<file path="src/rtl/tomasulo_pkg.sv">
// Shared opcodes, FU ids, FSM states and pick helper for the Tomasulo
// dispatch/writeback slice.
package tomasulo_pkg;

    localparam logic [3:0] OP_SUB   = 4'b0000;
    localparam logic [3:0] OP_ADD   = 4'b0001;
    localparam logic [3:0] OP_MUL   = 4'b0010;
    localparam logic [3:0] OP_DIV   = 4'b0011;
    localparam logic [3:0] OP_STORE = 4'b0100;
    localparam logic [3:0] OP_LOAD  = 4'b0101;

    localparam int DEF_LAT_ADD = 2;
    localparam int DEF_LAT_MUL = 6;
    localparam int DEF_LAT_DIV = 8;

    // Wide enough for latency-1 of the slowest unit
    localparam int CNT_W = 4;

    typedef enum logic [1:0] {
        FU_ALU0 = 2'd0,
        FU_ALU1 = 2'd1,
        FU_MDU  = 2'd2
    } fu_id_e;

    typedef enum logic [1:0] {
        IDLE,
        EXEC,
        WAIT_CDB
    } fu_state_e;

    typedef struct packed {
        logic       valid;
        logic [1:0] idx;
    } pick_t;

    // Lowest set bit of a 4-entry candidate vector
    function automatic pick_t find_first(input logic [3:0] vec);
        pick_t p;
        p = '0;
        for (int i = 3; i >= 0; i--) begin
            if (vec[i]) begin
                p.valid = 1'b1;
                p.idx   = 2'(i);
            end
        end
        return p;
    endfunction

endpackage

</file>
<file path="src/rtl/fu_dispatch_scheduler_if.sv">
// Bundle between the reservation stations / FUs and the dispatch scheduler.
// master = station/FU side, slave = scheduler.
interface fu_dispatch_scheduler_if #(
    parameter int TAG_W = 3
);
    logic                 flush;
    logic [3:0]           rs1_ready;
    logic [15:0]          rs1_opcode;
    logic [4*TAG_W-1:0]   rs1_dest;
    logic [3:0]           rs2_ready;
    logic [15:0]          rs2_opcode;
    logic [4*TAG_W-1:0]   rs2_dest;

    logic                 alu0_start;
    logic                 alu1_start;
    logic                 mdu_start;
    logic [1:0]           alu0_idx;
    logic [1:0]           alu1_idx;
    logic [1:0]           mdu_idx;
    logic [3:0]           alu0_op;
    logic [3:0]           alu1_op;
    logic [3:0]           mdu_op;

    logic                 cdb_valid;
    logic [1:0]           cdb_src;
    logic [1:0]           cdb_rs_idx;
    logic [TAG_W-1:0]     cdb_tag;
    logic [2:0]           fu_busy;

    modport master (
        output flush, rs1_ready, rs1_opcode, rs1_dest,
               rs2_ready, rs2_opcode, rs2_dest,
        input  alu0_start, alu1_start, mdu_start,
               alu0_idx, alu1_idx, mdu_idx,
               alu0_op, alu1_op, mdu_op,
               cdb_valid, cdb_src, cdb_rs_idx, cdb_tag, fu_busy
    );

    modport slave (
        input  flush, rs1_ready, rs1_opcode, rs1_dest,
               rs2_ready, rs2_opcode, rs2_dest,
        output alu0_start, alu1_start, mdu_start,
               alu0_idx, alu1_idx, mdu_idx,
               alu0_op, alu1_op, mdu_op,
               cdb_valid, cdb_src, cdb_rs_idx, cdb_tag, fu_busy
    );

endinterface

</file>
<file path="src/rtl/fu_timer.sv">
// Per-FU latency timer: IDLE -> EXEC (count down) -> WAIT_CDB, holding the
// ROB tag and station index of the operation in flight.
module fu_timer
    import tomasulo_pkg::*;
#(
    parameter int TAG_W = 3
) (
    input  logic             clk,
    input  logic             rst,
    input  logic             flush,
    input  logic             start,
    input  logic [CNT_W-1:0] lat_m1,
    input  logic [TAG_W-1:0] tag_in,
    input  logic [1:0]       idx_in,
    input  logic             grant,
    output logic             busy,
    output logic             req,
    output logic [TAG_W-1:0] tag,
    output logic [1:0]       idx
);

    fu_state_e        state_q, state_d;
    logic [CNT_W-1:0] cnt_q, cnt_d;
    logic [TAG_W-1:0] tag_q, tag_d;
    logic [1:0]       idx_q, idx_d;

    always_ff @(posedge clk) begin
        if (rst) begin
            state_q <= IDLE;
            cnt_q   <= '0;
            tag_q   <= '0;
            idx_q   <= '0;
        end else begin
            state_q <= state_d;
            cnt_q   <= cnt_d;
            tag_q   <= tag_d;
            idx_q   <= idx_d;
        end
    end

    // The last EXEC cycle already requests the bus so a granted result
    // appears on the CDB exactly LAT cycles after the start pulse.
    always_comb begin
        state_d = state_q;
        cnt_d   = cnt_q;
        tag_d   = tag_q;
        idx_d   = idx_q;
        req     = 1'b0;
        case (state_q)
            IDLE: begin
                if (start) begin
                    state_d = EXEC;
                    cnt_d   = lat_m1;
                    tag_d   = tag_in;
                    idx_d   = idx_in;
                end
            end
            EXEC: begin
                if (cnt_q == '0) begin
                    req     = 1'b1;
                    state_d = grant ? IDLE : WAIT_CDB;
                end else begin
                    cnt_d = cnt_q - 1'b1;
                end
            end
            WAIT_CDB: begin
                req = 1'b1;
                if (grant) begin
                    state_d = IDLE;
                end
            end
            default: state_d = IDLE;
        endcase
        if (flush) begin
            state_d = IDLE;
        end
    end

    assign busy = (state_q != IDLE);
    assign tag  = tag_q;
    assign idx  = idx_q;

endmodule

</file>
<file path="src/rtl/fu_dispatch_scheduler.sv">
// Issues ready station entries to ALU0/ALU1/MDU and arbitrates the single CDB.
// Define CDB_RR_EN for round-robin CDB arbitration; default is MDU > ALU0 > ALU1.
module fu_dispatch_scheduler
    import tomasulo_pkg::*;
#(
    parameter int LAT_ADD = DEF_LAT_ADD,
    parameter int LAT_MUL = DEF_LAT_MUL,
    parameter int LAT_DIV = DEF_LAT_DIV,
    parameter int TAG_W   = 3
) (
    input logic                    clk,
    input logic                    rst,
    fu_dispatch_scheduler_if.slave bus
);

    localparam logic [CNT_W-1:0] ADD_M1 = CNT_W'(LAT_ADD - 1);
    localparam logic [CNT_W-1:0] MUL_M1 = CNT_W'(LAT_MUL - 1);
    localparam logic [CNT_W-1:0] DIV_M1 = CNT_W'(LAT_DIV - 1);

    logic [3:0]       rs1_inflight, rs2_inflight;
    logic [3:0]       rs1_cand, rs2_cand;
    pick_t            rs1_first, rs1_second, rs2_first;

    logic             alu0_pick, alu1_pick, mdu_pick;
    logic [1:0]       alu0_sel, alu1_sel, mdu_sel;
    logic [3:0]       alu0_sel_op, alu1_sel_op, mdu_sel_op;
    logic [TAG_W-1:0] alu0_sel_tag, alu1_sel_tag, mdu_sel_tag;
    logic [CNT_W-1:0] mdu_lat_m1;

    logic             alu0_busy, alu1_busy, mdu_busy;
    logic             alu0_req, alu1_req, mdu_req;
    logic [TAG_W-1:0] alu0_tag, alu1_tag, mdu_tag;
    logic [1:0]       alu0_fu_idx, alu1_fu_idx, mdu_fu_idx;
    logic [2:0]       req, grant_raw, grant;

    fu_id_e           win_src;
    logic [1:0]       win_idx;
    logic [TAG_W-1:0] win_tag;
    logic [3:0]       rs1_set, rs1_clr, rs2_set, rs2_clr;

    logic             alu0_start_q, alu1_start_q, mdu_start_q;
    logic [1:0]       alu0_idx_q, alu1_idx_q, mdu_idx_q;
    logic [3:0]       alu0_op_q, alu1_op_q, mdu_op_q;
    logic             cdb_valid_q;
    logic [1:0]       cdb_src_q, cdb_rs_idx_q;
    logic [TAG_W-1:0] cdb_tag_q;

    // Entry selection; flush suppresses every new start in its cycle
    always_comb begin
        rs1_cand   = bus.rs1_ready & ~rs1_inflight;
        rs2_cand   = bus.rs2_ready & ~rs2_inflight;
        rs1_first  = find_first(rs1_cand);
        rs1_second = find_first(rs1_cand & ~(4'b0001 << rs1_first.idx));
        rs2_first  = find_first(rs2_cand);
        alu0_pick  = 1'b0;
        alu1_pick  = 1'b0;
        mdu_pick   = 1'b0;
        alu0_sel   = rs1_first.idx;
        alu1_sel   = rs1_first.idx;
        mdu_sel    = rs2_first.idx;
        if (!bus.flush) begin
            if (!alu0_busy) begin
                alu0_pick = rs1_first.valid;
                if (!alu1_busy) begin
                    alu1_pick = rs1_second.valid;
                    alu1_sel  = rs1_second.idx;
                end
            end else if (!alu1_busy) begin
                alu1_pick = rs1_first.valid;
            end
            mdu_pick = !mdu_busy && rs2_first.valid;
        end
    end

    assign alu0_sel_op  = bus.rs1_opcode[{alu0_sel, 2'b00} +: 4];
    assign alu1_sel_op  = bus.rs1_opcode[{alu1_sel, 2'b00} +: 4];
    assign mdu_sel_op   = bus.rs2_opcode[{mdu_sel, 2'b00} +: 4];
    assign alu0_sel_tag = bus.rs1_dest[TAG_W*alu0_sel +: TAG_W];
    assign alu1_sel_tag = bus.rs1_dest[TAG_W*alu1_sel +: TAG_W];
    assign mdu_sel_tag  = bus.rs2_dest[TAG_W*mdu_sel +: TAG_W];
    assign mdu_lat_m1   = (mdu_sel_op == OP_MUL) ? MUL_M1 : DIV_M1;

    fu_timer #(.TAG_W(TAG_W)) u_alu0 (
        .clk(clk), .rst(rst), .flush(bus.flush),
        .start(alu0_pick), .lat_m1(ADD_M1),
        .tag_in(alu0_sel_tag), .idx_in(alu0_sel),
        .grant(grant[0]), .busy(alu0_busy), .req(alu0_req),
        .tag(alu0_tag), .idx(alu0_fu_idx)
    );

    fu_timer #(.TAG_W(TAG_W)) u_alu1 (
        .clk(clk), .rst(rst), .flush(bus.flush),
        .start(alu1_pick), .lat_m1(ADD_M1),
        .tag_in(alu1_sel_tag), .idx_in(alu1_sel),
        .grant(grant[1]), .busy(alu1_busy), .req(alu1_req),
        .tag(alu1_tag), .idx(alu1_fu_idx)
    );

    fu_timer #(.TAG_W(TAG_W)) u_mdu (
        .clk(clk), .rst(rst), .flush(bus.flush),
        .start(mdu_pick), .lat_m1(mdu_lat_m1),
        .tag_in(mdu_sel_tag), .idx_in(mdu_sel),
        .grant(grant[2]), .busy(mdu_busy), .req(mdu_req),
        .tag(mdu_tag), .idx(mdu_fu_idx)
    );

    assign req = {mdu_req, alu1_req, alu0_req};

`ifdef CDB_RR_EN
    logic [1:0] rr_ptr;

    always_ff @(posedge clk) begin
        if (rst) begin
            rr_ptr <= 2'd0;
        end else if (grant[0]) begin
            rr_ptr <= 2'd1;
        end else if (grant[1]) begin
            rr_ptr <= 2'd2;
        end else if (grant[2]) begin
            rr_ptr <= 2'd0;
        end
    end

    always_comb begin
        grant_raw = 3'b000;
        case (rr_ptr)
            2'd1: begin
                if (req[1])      grant_raw = 3'b010;
                else if (req[2]) grant_raw = 3'b100;
                else if (req[0]) grant_raw = 3'b001;
            end
            2'd2: begin
                if (req[2])      grant_raw = 3'b100;
                else if (req[0]) grant_raw = 3'b001;
                else if (req[1]) grant_raw = 3'b010;
            end
            default: begin
                if (req[0])      grant_raw = 3'b001;
                else if (req[1]) grant_raw = 3'b010;
                else if (req[2]) grant_raw = 3'b100;
            end
        endcase
    end
`else
    always_comb begin
        grant_raw = 3'b000;
        if (req[2])      grant_raw = 3'b100;
        else if (req[0]) grant_raw = 3'b001;
        else if (req[1]) grant_raw = 3'b010;
    end
`endif

    assign grant = bus.flush ? 3'b000 : grant_raw;

    always_comb begin
        win_src = FU_ALU0;
        win_idx = alu0_fu_idx;
        win_tag = alu0_tag;
        if (grant[2]) begin
            win_src = FU_MDU;
            win_idx = mdu_fu_idx;
            win_tag = mdu_tag;
        end else if (grant[1]) begin
            win_src = FU_ALU1;
            win_idx = alu1_fu_idx;
            win_tag = alu1_tag;
        end
    end

    // In-flight masks keep a still-ready entry from being issued twice
    always_comb begin
        rs1_set = '0;
        rs1_clr = '0;
        rs2_set = '0;
        rs2_clr = '0;
        if (alu0_pick) rs1_set = rs1_set | (4'b0001 << alu0_sel);
        if (alu1_pick) rs1_set = rs1_set | (4'b0001 << alu1_sel);
        if (mdu_pick)  rs2_set = 4'b0001 << mdu_sel;
        if (grant[0])  rs1_clr = rs1_clr | (4'b0001 << alu0_fu_idx);
        if (grant[1])  rs1_clr = rs1_clr | (4'b0001 << alu1_fu_idx);
        if (grant[2])  rs2_clr = 4'b0001 << mdu_fu_idx;
    end

    always_ff @(posedge clk) begin
        if (rst || bus.flush) begin
            rs1_inflight <= '0;
            rs2_inflight <= '0;
        end else begin
            rs1_inflight <= (rs1_inflight & ~rs1_clr) | rs1_set;
            rs2_inflight <= (rs2_inflight & ~rs2_clr) | rs2_set;
        end
    end

    always_ff @(posedge clk) begin
        if (rst) begin
            alu0_start_q <= 1'b0;
            alu1_start_q <= 1'b0;
            mdu_start_q  <= 1'b0;
            alu0_idx_q   <= '0;
            alu1_idx_q   <= '0;
            mdu_idx_q    <= '0;
            alu0_op_q    <= '0;
            alu1_op_q    <= '0;
            mdu_op_q     <= '0;
            cdb_valid_q  <= 1'b0;
            cdb_src_q    <= '0;
            cdb_rs_idx_q <= '0;
            cdb_tag_q    <= '0;
        end else begin
            alu0_start_q <= alu0_pick;
            alu1_start_q <= alu1_pick;
            mdu_start_q  <= mdu_pick;
            alu0_idx_q   <= alu0_pick ? alu0_sel : 2'b00;
            alu1_idx_q   <= alu1_pick ? alu1_sel : 2'b00;
            mdu_idx_q    <= mdu_pick ? mdu_sel : 2'b00;
            alu0_op_q    <= alu0_pick ? alu0_sel_op : 4'b0000;
            alu1_op_q    <= alu1_pick ? alu1_sel_op : 4'b0000;
            mdu_op_q     <= mdu_pick ? mdu_sel_op : 4'b0000;
            cdb_valid_q  <= |grant;
            cdb_src_q    <= (|grant) ? win_src : 2'b00;
            cdb_rs_idx_q <= (|grant) ? win_idx : 2'b00;
            cdb_tag_q    <= (|grant) ? win_tag : '0;
        end
    end

    assign bus.alu0_start = alu0_start_q;
    assign bus.alu1_start = alu1_start_q;
    assign bus.mdu_start  = mdu_start_q;
    assign bus.alu0_idx   = alu0_idx_q;
    assign bus.alu1_idx   = alu1_idx_q;
    assign bus.mdu_idx    = mdu_idx_q;
    assign bus.alu0_op    = alu0_op_q;
    assign bus.alu1_op    = alu1_op_q;
    assign bus.mdu_op     = mdu_op_q;
    assign bus.cdb_valid  = cdb_valid_q;
    assign bus.cdb_src    = cdb_src_q;
    assign bus.cdb_rs_idx = cdb_rs_idx_q;
    assign bus.cdb_tag    = cdb_tag_q;
    assign bus.fu_busy    = {mdu_busy, alu1_busy, alu0_busy};

endmodule

</file>
<file path="src/flat_wrapper.sv">
// flat-port wrapper written by rule: the top's interface ports become plain ports
module fu_dispatch_scheduler_flat import tomasulo_pkg::*;
#(
    parameter int LAT_ADD = DEF_LAT_ADD,
    parameter int LAT_MUL = DEF_LAT_MUL,
    parameter int LAT_DIV = DEF_LAT_DIV,
    parameter int TAG_W   = 3
)
  (clk, rst, bus_flush, bus_rs1_ready, bus_rs1_opcode, bus_rs1_dest, bus_rs2_ready, bus_rs2_opcode, bus_rs2_dest, bus_alu0_start, bus_alu1_start, bus_mdu_start, bus_alu0_idx, bus_alu1_idx, bus_mdu_idx, bus_alu0_op, bus_alu1_op, bus_mdu_op, bus_cdb_valid, bus_cdb_src, bus_cdb_rs_idx, bus_cdb_tag, bus_fu_busy);
  fu_dispatch_scheduler_if #(.TAG_W(TAG_W)) bus_i ();
  input logic clk;
  input logic rst;
  input wire logic [$bits(bus_i.flush)-1:0] bus_flush;
  input wire logic [$bits(bus_i.rs1_ready)-1:0] bus_rs1_ready;
  input wire logic [$bits(bus_i.rs1_opcode)-1:0] bus_rs1_opcode;
  input wire logic [$bits(bus_i.rs1_dest)-1:0] bus_rs1_dest;
  input wire logic [$bits(bus_i.rs2_ready)-1:0] bus_rs2_ready;
  input wire logic [$bits(bus_i.rs2_opcode)-1:0] bus_rs2_opcode;
  input wire logic [$bits(bus_i.rs2_dest)-1:0] bus_rs2_dest;
  output wire logic [$bits(bus_i.alu0_start)-1:0] bus_alu0_start;
  output wire logic [$bits(bus_i.alu1_start)-1:0] bus_alu1_start;
  output wire logic [$bits(bus_i.mdu_start)-1:0] bus_mdu_start;
  output wire logic [$bits(bus_i.alu0_idx)-1:0] bus_alu0_idx;
  output wire logic [$bits(bus_i.alu1_idx)-1:0] bus_alu1_idx;
  output wire logic [$bits(bus_i.mdu_idx)-1:0] bus_mdu_idx;
  output wire logic [$bits(bus_i.alu0_op)-1:0] bus_alu0_op;
  output wire logic [$bits(bus_i.alu1_op)-1:0] bus_alu1_op;
  output wire logic [$bits(bus_i.mdu_op)-1:0] bus_mdu_op;
  output wire logic [$bits(bus_i.cdb_valid)-1:0] bus_cdb_valid;
  output wire logic [$bits(bus_i.cdb_src)-1:0] bus_cdb_src;
  output wire logic [$bits(bus_i.cdb_rs_idx)-1:0] bus_cdb_rs_idx;
  output wire logic [$bits(bus_i.cdb_tag)-1:0] bus_cdb_tag;
  output wire logic [$bits(bus_i.fu_busy)-1:0] bus_fu_busy;
  assign bus_i.flush = bus_flush;
  assign bus_i.rs1_ready = bus_rs1_ready;
  assign bus_i.rs1_opcode = bus_rs1_opcode;
  assign bus_i.rs1_dest = bus_rs1_dest;
  assign bus_i.rs2_ready = bus_rs2_ready;
  assign bus_i.rs2_opcode = bus_rs2_opcode;
  assign bus_i.rs2_dest = bus_rs2_dest;
  assign bus_alu0_start = bus_i.alu0_start;
  assign bus_alu1_start = bus_i.alu1_start;
  assign bus_mdu_start = bus_i.mdu_start;
  assign bus_alu0_idx = bus_i.alu0_idx;
  assign bus_alu1_idx = bus_i.alu1_idx;
  assign bus_mdu_idx = bus_i.mdu_idx;
  assign bus_alu0_op = bus_i.alu0_op;
  assign bus_alu1_op = bus_i.alu1_op;
  assign bus_mdu_op = bus_i.mdu_op;
  assign bus_cdb_valid = bus_i.cdb_valid;
  assign bus_cdb_src = bus_i.cdb_src;
  assign bus_cdb_rs_idx = bus_i.cdb_rs_idx;
  assign bus_cdb_tag = bus_i.cdb_tag;
  assign bus_fu_busy = bus_i.fu_busy;
  fu_dispatch_scheduler #(.LAT_ADD(LAT_ADD), .LAT_MUL(LAT_MUL), .LAT_DIV(LAT_DIV), .TAG_W(TAG_W)) u_core (.clk(clk), .rst(rst), .bus(bus_i));
endmodule
</file>
<file path="config.mk">
export PLATFORM = sky130hd
export DESIGN_NAME = fu_dispatch_scheduler_flat
export DESIGN_NICKNAME = d
export VERILOG_FILES = /design/src/rtl/tomasulo_pkg.sv /design/src/rtl/fu_dispatch_scheduler_if.sv /design/src/rtl/fu_timer.sv /design/src/rtl/fu_dispatch_scheduler.sv /design/src/flat_wrapper.sv
export SDC_FILE = /design/constraint.sdc
export NUM_CORES = 1
export LEC_CHECK = 0
export BUFFER_PORTS_ARGS = -buffer_cell sky130_fd_sc_hd__buf_2
export CORE_AREA = 2 2 98 100
export DETAILED_ROUTE_END_ITERATION = 7
export DIE_AREA = 0 0 100 102
export MAX_ROUTING_LAYER = met4
export PLACE_DENSITY_LB_ADDON = 0.3
export SYNTH_ARGS = -nofsm -noshare
export SYNTH_HDL_FRONTEND = slang
export SYNTH_SLANG_ARGS = --single-unit
</file>
<file path="constraint.sdc">
create_clock -name clk -period 4 [get_ports clk]
set_input_delay 0 -clock clk [delete_from_list [all_inputs] [get_ports clk]]
set_output_delay 0 -clock clk [all_outputs]
set_load 0.05 [all_outputs]
</file>
* Word-level counts from Yosys, hierarchy flattened *
Cells that the tools add are included.

word-level totals
  bits in registers = 70
  word-level logic and storage cells = 183
  output and inout bits = 32
  bits of input ports = 67

cells by class
  $add $sub $neg = 3
  bitwise operators = 18
  equality and inequality tests = 19
  multiply operators = 3
  reductions and logical operators = 31
  muxes and demuxes = 69
  shift operators = 12

operators by type and width
  operator                                             number
  2-to-1 mux 3 bit                                     17
  2-to-1 mux 4 bit                                     12
  indexed part select 16 x 5 -> 4 bit                  3
  2-to-1 mux 2 bit                                     20
  indexed part select 12 x 5 -> 3 bit                  3
  case mux 4 bit (2 select lines)                      3
  left shift 1 x 2 -> 4 bit, first input constant      6
  bitwise AND 4 bit                                    5
  NOT 4 bit                                            5
  case mux 2 bit (3 select lines)                      3
  AND reduction 3 bit                                  6
  OR 4 bit                                             4
  zero test 4 bit                                      3
  multiplier 2 x 2 -> 4 bit, first input constant      3
  != test 2 x 1 -> 1 bit, second input constant        6
  != test 2 bit, second input constant                 6
  nonzero test 2 bit                                   6
  subtractor 4 x 1 -> 4 bit, second input constant     3
  2-to-1 mux 1 bit                                     11
  OR reduction 2 bit                                   5
  equality test 2 x 1 -> 1 bit, second input constant  3
  equality test 2 bit, second input constant           3
  zero test 2 bit                                      3
  case mux 1 bit (2 select lines)                      3
  other kinds (7)                                      13

* Longest topological paths before layout *
Gate-level depths: netlist of the first run.

  word-level depth = 20
  mapped depth = 10
  mapped depth without buffers = 8

* By module *
A second synthesis of the first run with hierarchy kept.

unflattened totals
  cell total of the unflattened synthesis = 475
  area, all modules = 4018.9 µm²

by module, submodules not included
  module                 seq. area each (µm²)  cells each  times used  area each (µm²)
  fu_dispatch_scheduler  740.7                 244         1           2104.5
  fu_timer               220.2                 77          3           638.1

* Least setup slack after synthesis of the first run *
No wires, ideal clock.

  path kind = flip-flop to flip-flop
  start = register u_core.u_alu1.state_q[0]
  end = register u_core.u_alu1.tag_q[0], in the netlist u_core.u_alu1.tag[0]
  arrival time = 2071 ps
  setup slack = 1807 ps
  buffers on the path = 2
  clock period less this slack = 2193 ps
  stages on the path, launching flop included = 9
  required time = 3878 ps
  setup time = 122 ps
  cells stage by stage = dfxtp_1 inv_1 ha_1 and3b_1 buf_6 a311oi_2 buf_6 mux2_1 a221o_1

on the way
  longest elaborated chain between the ends = 6
  elaborated cells between the ends (all ways) = 12
  those cells by class = mul: 1; shift: 1; mux: 7; reduce/logical: 3

RTL lines
  item                                 line                         RTL
  from (decl)                          fu_timer.sv:22               fu_state_e state_q, state_d;
  from (signal assigned)               fu_timer.sv:34               state_q <= state_d;
  nonzero test 2 bit                   fu_timer.sv:79               assign busy = (state_q != IDLE);
  2-to-1 mux 2 bit                     fu_dispatch_scheduler.sv:64  if (!alu1_busy) begin
  2-to-1 mux 2 bit                     fu_dispatch_scheduler.sv:62  if (!alu0_busy) begin
  2-to-1 mux 2 bit                     fu_dispatch_scheduler.sv:61  if (!bus.flush) begin
  multiplier 2 x 2 -> 4 bit            fu_dispatch_scheduler.sv:79  assign alu1_sel_tag = bus.rs1_dest[TAG_W*alu1_sel +: TAG_W];
  indexed part select 12 x 5 -> 3 bit  fu_dispatch_scheduler.sv:79
  to (signal assigned)                 fu_timer.sv:36               tag_q <= tag_d;
  to (decl)                            fu_timer.sv:24               logic [TAG_W-1:0] tag_q, tag_d;

Parallel ways exist; a longest one is shown, timed or not.
A chain may end at the register's enable or synchronous reset.

* Final worst setup path of the first run *
  start = register u_core.u_alu0.state_q[0]
  end = register u_core.u_alu1.tag_q[0], in the netlist u_core.u_alu1.tag[0]

on the way
  longest elaborated chain between the ends = 5
  elaborated cells between the ends (all ways) = 8
  those cells by class = mul: 1; shift: 1; mux: 4; reduce/logical: 2

RTL lines
  item                                 line
  from (decl)                          fu_timer.sv:22
  from (signal assigned)               fu_timer.sv:34
  nonzero test 2 bit (*)               fu_timer.sv:79
  2-to-1 mux 2 bit                     fu_dispatch_scheduler.sv:62
  2-to-1 mux 2 bit                     fu_dispatch_scheduler.sv:61
  multiplier 2 x 2 -> 4 bit            fu_dispatch_scheduler.sv:79
  indexed part select 12 x 5 -> 3 bit  fu_dispatch_scheduler.sv:79

Every way passes the cells marked *; elsewhere a longest branch is shown, timed or not.

==> impl_metrics.tcl, run 1 <==
set metrics [dict create \
    max_freq_mhz 361 \
    ys_warn_count 0 \
    core_area_sq_um 9110 \
    cts_buffer_depth 2 \
    die_h_microns 102 \
    ir_drop_uv 153 \
    ant_nets 0 \
    synth_cells 454 \
    crit_path_start "u_core.u_alu0.state_q[0]$_SDFFE_PP0P_" \
    gp_congestion 0.926 \
    clockRootBuffer "clkbuf_8" \
    crit_fanout 11 \
    cts_tree "built" \
    cap_violations 0 \
    cts_buffers 9 \
    die_area_sq_um 10200 \
    viasPerCell 5.57 \
    finalCritPeriodShare 0.692 \
    p_total_mw 1.84 \
    postRouteWirelength_mm 10.0 \
    grt_max_degree 39 \
    wire_per_inst_microns 15.1 \
    io_pins 99 \
    via_count 3709 \
    worst_path_max_delay_cell "a311oi_2" \
    ys_ff_latch 70 \
    period_minus_slack_ns 2.77 \
    h-tree-depth 3 \
    drt_iter0_drc 156 \
    status "finished, final reports clean" \
    layoutNonFillerInstCount 666 \
    end_kind "flop" \
    clk_pin_slew_ns 0.08 \
    fin_setup_tns_ns 0 \
    dr.pass1.iters 5 \
    cp.required_ns 4.23 \
    fillers 864 \
    utilization 0.527 \
    grt_pass1_vias 3596 \
    diodes 0 \
    hp-class "primary input to flop" \
    setup.worst_path.class "flop to flop" \
    reg2reg_from "u_core.u_alu0.state_q[0]$_SDFFE_PP0P_" \
    drc 0 \
    clk_latency_ns 0.34 \
    start_util 0.440 \
    drv_slew 0 \
    syn_avg_cell_area_sq_um 8.83 \
    max_slew_margin 0.399 \
    grt_pass1_wl_mm 16.5 \
    cts_resized 0 \
    synth_seq_area_share 0.350 \
    synth_edf_count 0 \
    cp.buffers_inverters 1 \
    placed_cells 640 \
    synthToLayoutAreaGrowth_pct 19.7 \
    async_flop_share 0 \
    drive_gt1_frac 0.272 \
    synth_area_sq_um 4010 \
    crit_path_start_kind "flop" \
    synthFlopType "dfxtp_1" \
    cts.sinks 70 \
    fin_skew_ns 0.00676 \
    grt.total_usage 0.207 \
    yosysUniqueCellTypes 78 \
    die_x_microns 100 \
    final-setup-viol-count 0 \
    hp-start "bus_rs1_opcode[6]" \
    grt_overflow 0 \
    total_leakage_power_nw 2.01 \
    nets 631 \
    dpl.hpwl_mm 7.41 \
    synth_nets 535 \
    critPathTopFamily "compound AO/OA/AOI/OAI gates" \
    antenna_found_initial 0 \
    p_per_area_nw_per_um2 384 \
    final_hold_viol_count 0 \
    port_buffers 98 \
    max_stage_delay_ns 0.69 \
    rows 35 \
    arrival_ns 3.00 \
    worst_pin_slew_ns 0.894 \
    crit_chain "inv_1, ha_1, and3b_1, o22ai_2, a311oi_2, mux2_1, a221o_1" \
    rsz0062_at_grt "false" \
]
## final timing paths
path,endpoint,slack [ns],cells after the start
min reg2reg,u_core.bus.cdb_tag[1]$_SDFF_PP0_,0.47,2
min,u_core.bus.alu0_op[2]$_SDFF_PP0_,0.005,5
max,u_core.u_alu1.tag[0]$_SDFFE_PP0P_,1.23,7
max reg2reg,u_core.u_alu1.tag[0]$_SDFFE_PP0P_,1.23,7
## cells in the mapped netlist, drive strengths merged, types with 2 or more instances
cell    count  area (sq um)
and2        6          37.5
nand3      10          50.1
and4bb      2          25.0
a221oi      4          35.0
a31oi       3          18.8
a222oi      6          60.1
a32oi       2          17.5
o31ai       5          37.5
nor3       10          61.3
o31a        2          17.5
a22oi       6          45.0
ha         14           175
xor2        2          17.5
and2b       4          32.5
a221o       3          30.0
inv        23          86.3
nand4       2          12.5
nand2b     12          77.6
o211ai      7          57.6
nor3b       5          37.5
nor2       53           201
buf        16           136
nor4        2          12.5
nand2      37           139
o22ai       3          25.0
a311oi      2          23.8
o32ai       2          17.5
nor2b      11          76.3
a41o        2          20.0
o22a        2          17.5
mux2       14           158
a21oi      23           123
o21ai      21           113
nand3b      3          22.5
dfxtp      70          1400
clkbuf      8          32.5
mux2i      15           150
a22o        3          26.3
a211oi     18           158
## where the power goes
group | total [mW] | internal, mW | switching, mW
clock network | 0.641 | 0.356 | 0.285
registers | 0.766 | 0.737 | 0.0290
logic | 0.434 | 0.174 | 0.260
total | 1.84 | 1.27 | 0.574
## cell type report
class / count / area [sq um] / share of cell area
Tap cell: 111 / 139 / 0.0289
Inverter: 23 / 86.3 / 0.0180
Sequential cell: 70 / 1400 / 0.292
Timing Repair Buffer: 109 / 598 / 0.125
Clock buffer: 10 / 128 / 0.0266
Clock inverter: 6 / 93.8 / 0.0196
Multi-Input combinational cell: 337 / 2350 / 0.490
## registers in the layout (all words and copies together) (netlist names), 2 cells and up
register / flops
u_core.u_alu1.idx: 2
u_core.rs2_inflight: 4
u_core.bus.cdb_src: 2
u_core.u_alu0.cnt_q: 4
u_core.u_mdu.tag: 3
u_core.u_alu0.idx: 2
u_core.rs1_inflight: 4
u_core.u_mdu.state_q: 2
u_core.u_mdu.idx: 2
u_core.bus.alu1_op: 4
u_core.bus.cdb_rs_idx: 2
u_core.u_alu0.tag: 3
u_core.bus.alu0_op: 4
u_core.bus.alu1_idx: 2
u_core.u_alu1.state_q: 2
u_core.u_mdu.cnt_q: 4
u_core.u_alu1.cnt_q: 4
u_core.bus.mdu_op: 4
u_core.bus.cdb_tag: 3
u_core.bus.alu0_idx: 2
u_core.u_alu1.tag: 3
u_core.bus.mdu_idx: 2
u_core.u_alu0.state_q: 2
## layout by cell type (no fill, tap or decap), types with 11 or more instances in the layout
master    count
buf_2        98
dfxtp_1      70
nor2_1       52
nand2_1      37
inv_1        23
a21oi_1      21
mux2i_1      15
a211oi_1     15
o21ai_0      14
ha_1         14
mux2_2       13
nand2b_1     11
## timing repair
item,4_1_cts,5_1_grt
setup buffers,0,0
hold endpoints to repair,7,0
hold buffers,10,0
## metal layers
layer / routed length, microns / track usage / vias to the layer above
li1: - / - / 1855
met3: 494 / 0.0301 / 17
met1: 4650 / 0.263 / 1742
met2: 4710 / 0.335 / 95
met4: 182 / 0.0822 / 0
met5: 0 / - / -
## worst min-delay path: stages
cell and delay (ns):
buf_2 0.11, nand2_1 0.05, nand2_1 0.04, nand2_1 0.05
a21oi_1 0.05
## stage by stage
step | cell area [sq um] | hold WS [ns] | worst slack (ns)
after global routing | 4800 | 0.0161 | 0.999
after floorplan | 4010 | 0.150 | 1.81
final | 4800 | 0.00545 | 1.23
after detailed placement | 4480 | 0.278 | 1.26
after CTS | 4800 | 0.000856 | 1.23
after global placement | 4480 | 0.271 | 1.36
## cell families after synthesis
| logic type | Yosys count | share of synthesized area |
|---|---|---|
| buffers and inverters | 47 | 0.0637 |
| adders and majority gates | 15 | 0.0465 |
| and+or+nand+nor | 164 | 0.211 |
| xor gates and xnor gates | 3 | 0.00656 |
| muxes | 29 | 0.0768 |
| AOI/OAI and AO/OA | 126 | 0.246 |
| DFF | 70 | 0.350 |
Note: power is estimated with default switching activity, not from simulation.
==> run 2: changes to the inputs <==
ABC_AREA = 1   (was unset)
clock period = 2.72 ns   (was 4 ns; I/O delays follow)
==> run 2 against run 1 <==
- critical path depth grew 6
- global-route usage up 2.6 points
- first-iteration DRC count rose by 47%
- register-to-register slack worse by 1.1 ns
- clock skew about the same
- via count up 19%
- synthesized cell count up 32%
- critical path type unchanged
- largest power group unchanged
==> impl_metrics.tcl, run 2 <==
set metrics [dict create \
    finalCritPeriodShare 0.955 \
    fin_skew_ns 0.00718 \
    ys_ff_latch 70 \
    crit_path_start_kind "flop" \
    synth_seq_area_share 0.349 \
    async_flop_share 0 \
    viasPerCell 5.21 \
    nets 812 \
    end_kind "flop" \
    die_h_microns 102 \
    wire_per_inst_microns 13.6 \
    crit_chain "inv_1, nand2_1, nand3_1, nand2_2, nand2_4, nand2_1, inv_2, nand2_1, nand2_1, dlygate4sd3_1, nor2_2, nor2_1, dlygate4sd3_1" \
    synth_edf_count 0 \
    core_area_sq_um 9110 \
    die_area_sq_um 10200 \
    clk_pin_slew_ns 0.08 \
    utilization 0.566 \
    cts_buffer_depth 2 \
    postRouteWirelength_mm 11.5 \
    worst_pin_slew_ns 0.568 \
    cp_common_cell "nand2_1" \
    yosys.area.top_type "dfxtp_1" \
    io_pins 99 \
    grt.total_usage 0.233 \
    arrival_ns 2.85 \
    syn_avg_cell_area_sq_um 6.72 \
    drt_iter0_drc 230 \
    drc 0 \
    dpl.hpwl_mm 8.32 \
    die_x_microns 100 \
    port_buffers 98 \
    h-tree-depth 3 \
    holdWs_ns 0.0114 \
    start_util 0.441 \
    cap_violations 0 \
    max_slew_margin 0.621 \
    post-place-ws_ns 0.586 \
    status "finished, final reports clean" \
    dr.pass1.iters 5 \
    ir_drop_uv 234 \
    synth_cells 598 \
    fin_ws_ns 0.123 \
    rows 35 \
    antenna_found_initial 0 \
    setup.worst_path.class "flop to flop" \
    synthFlopType "dfxtp_1" \
    grt_max_degree 22 \
    hp-class "primary input to flop" \
    final_cell_mix "nand2_1, buf_2, dfxtp_1, inv_1, nand3_1" \
    max_freq_mhz 385 \
    ys_warn_count 0 \
    final_hold_viol_count 0 \
    cts.sinks 70 \
    period_minus_slack_ns 2.60 \
    regArea_sq_um 1400 \
    yosysUniqueCellTypes 40 \
    final-setup-viol-count 0 \
    cts_tree "built" \
    diodes 0 \
    p_total_mw 2.88 \
    synth_top_area_share 0.349 \
    ant_nets 0 \
    crit_fanout 11 \
    cts_buffers 9 \
    grt_pass1_vias 4122 \
    synth.top_cells.by_count "nand2_1, dfxtp_1, inv_1, nand3_1, nor2_1" \
    multi_input_area_sq_um 2230 \
    max_stage_delay_ns 0.58 \
    synth_area_leaders "dfxtp_1, nand2_1, nand3_1" \
    grt_pass1_wl_mm 18.5 \
    clockRootBuffer "clkbuf_8" \
    grt_overflow 0 \
    total_leakage_power_nw 2.57 \
    synth_most_common_cell "nand2_1" \
    via_count 4411 \
    gp_congestion 0.864 \
    synth_area_sq_um 4020 \
    clk_latency_ns 0.36 \
    fillers 900 \
    final_common_cell "nand2_1" \
    worst_path_max_delay_cell "dlygate4sd3_1" \
    p_per_area_nw_per_um2 558 \
    cp.required_ns 2.97 \
    synth_nets 679 \
    cts_setup_buffers 0 \
    drv_slew 0 \
    drive_gt1_frac 0.234 \
    synthToLayoutAreaGrowth_pct 28.2 \
]
-- run 2: area by class of cell --
cell class	count	area share
flip-flops and latches	70	0.272
clock inverters	6	0.0136
multi-input cells	432	0.433
clock buffers	10	0.0267
inverters	83	0.0609
well taps	111	0.0269
repair buffers	135	0.167
-- run 2: layer usage --
metal  track usage  wire length [microns]  up-vias
met4         0.104                    276        0
li1              -                      -     2194
met2         0.385                   5600      160
met5             -                      0        -
met3        0.0438                    679       26
met1         0.279                   4960     2031
-- run 2: worst max-delay path, delay by kind of cell, from the launching register on --
| kind | cells | cell delay (ns) |
|---|---|---|
| AND/OR/NAND/NOR | 9 | 0.87 |
| buffers and inverters | 4 | 1.25 |
| flip-flops | 1 | 0.36 |
-- run 2: worst paths after layout --
path | start | to | slack (ns) | cells past startpoint
max | u_core.rs2_inflight[2]$_SDFF_PP0_ | u_core.bus.mdu_op[2]$_SDFF_PP0_ | 0.12 | 13
min | bus_rs1_opcode[3] | u_core.bus.alu1_op[3]$_SDFF_PP0_ | 0.01 | 5
max reg2reg | u_core.rs2_inflight[2]$_SDFF_PP0_ | u_core.bus.mdu_op[2]$_SDFF_PP0_ | 0.12 | 13
min reg2reg | u_core.u_alu1.tag[1]$_SDFFE_PP0P_ | u_core.u_alu1.tag[1]$_SDFFE_PP0P_ | 0.45 | 2
-- run 2: cell families after synthesis --
logic type / count (synthesis) / synth area share
AOI/OAI and AO/OA: 87 / 0.130
xor gates and xnor gates: 3 / 0.00654
adders and majority gates: 14 / 0.0436
buffers and inverters: 96 / 0.102
DFF: 70 / 0.349
and+or+nand+nor: 328 / 0.369
-- run 2: timing repair --
item / 4_1_cts / 5_1_grt
resized for setup: 0 / 7
hold endpoints to repair: 18 / 0
hold buffers: 37 / 0
setup endpoints to repair: 0 / 3
-- run 2: power by group --
part           internal, mW  total [mW]  leakage (nW)  switching [mW]
Clock                 0.453       0.886        0.0951           0.433
Combinational         0.300       0.855          1.91           0.555
Sequential             1.10        1.13         0.572          0.0373
Total                  1.85        2.88          2.57            1.03
-- run 2: stage by stage --
stage                     instance area [sq um]  std cells  setup TNS (ns)
after floorplan                            4020        598               0
after global placement                     4550        794               0
after detailed placement                   4550        794               0
after CTS                                  5130        847               0
after global routing                       5150        847         -0.0201
final                                      5150        847               0
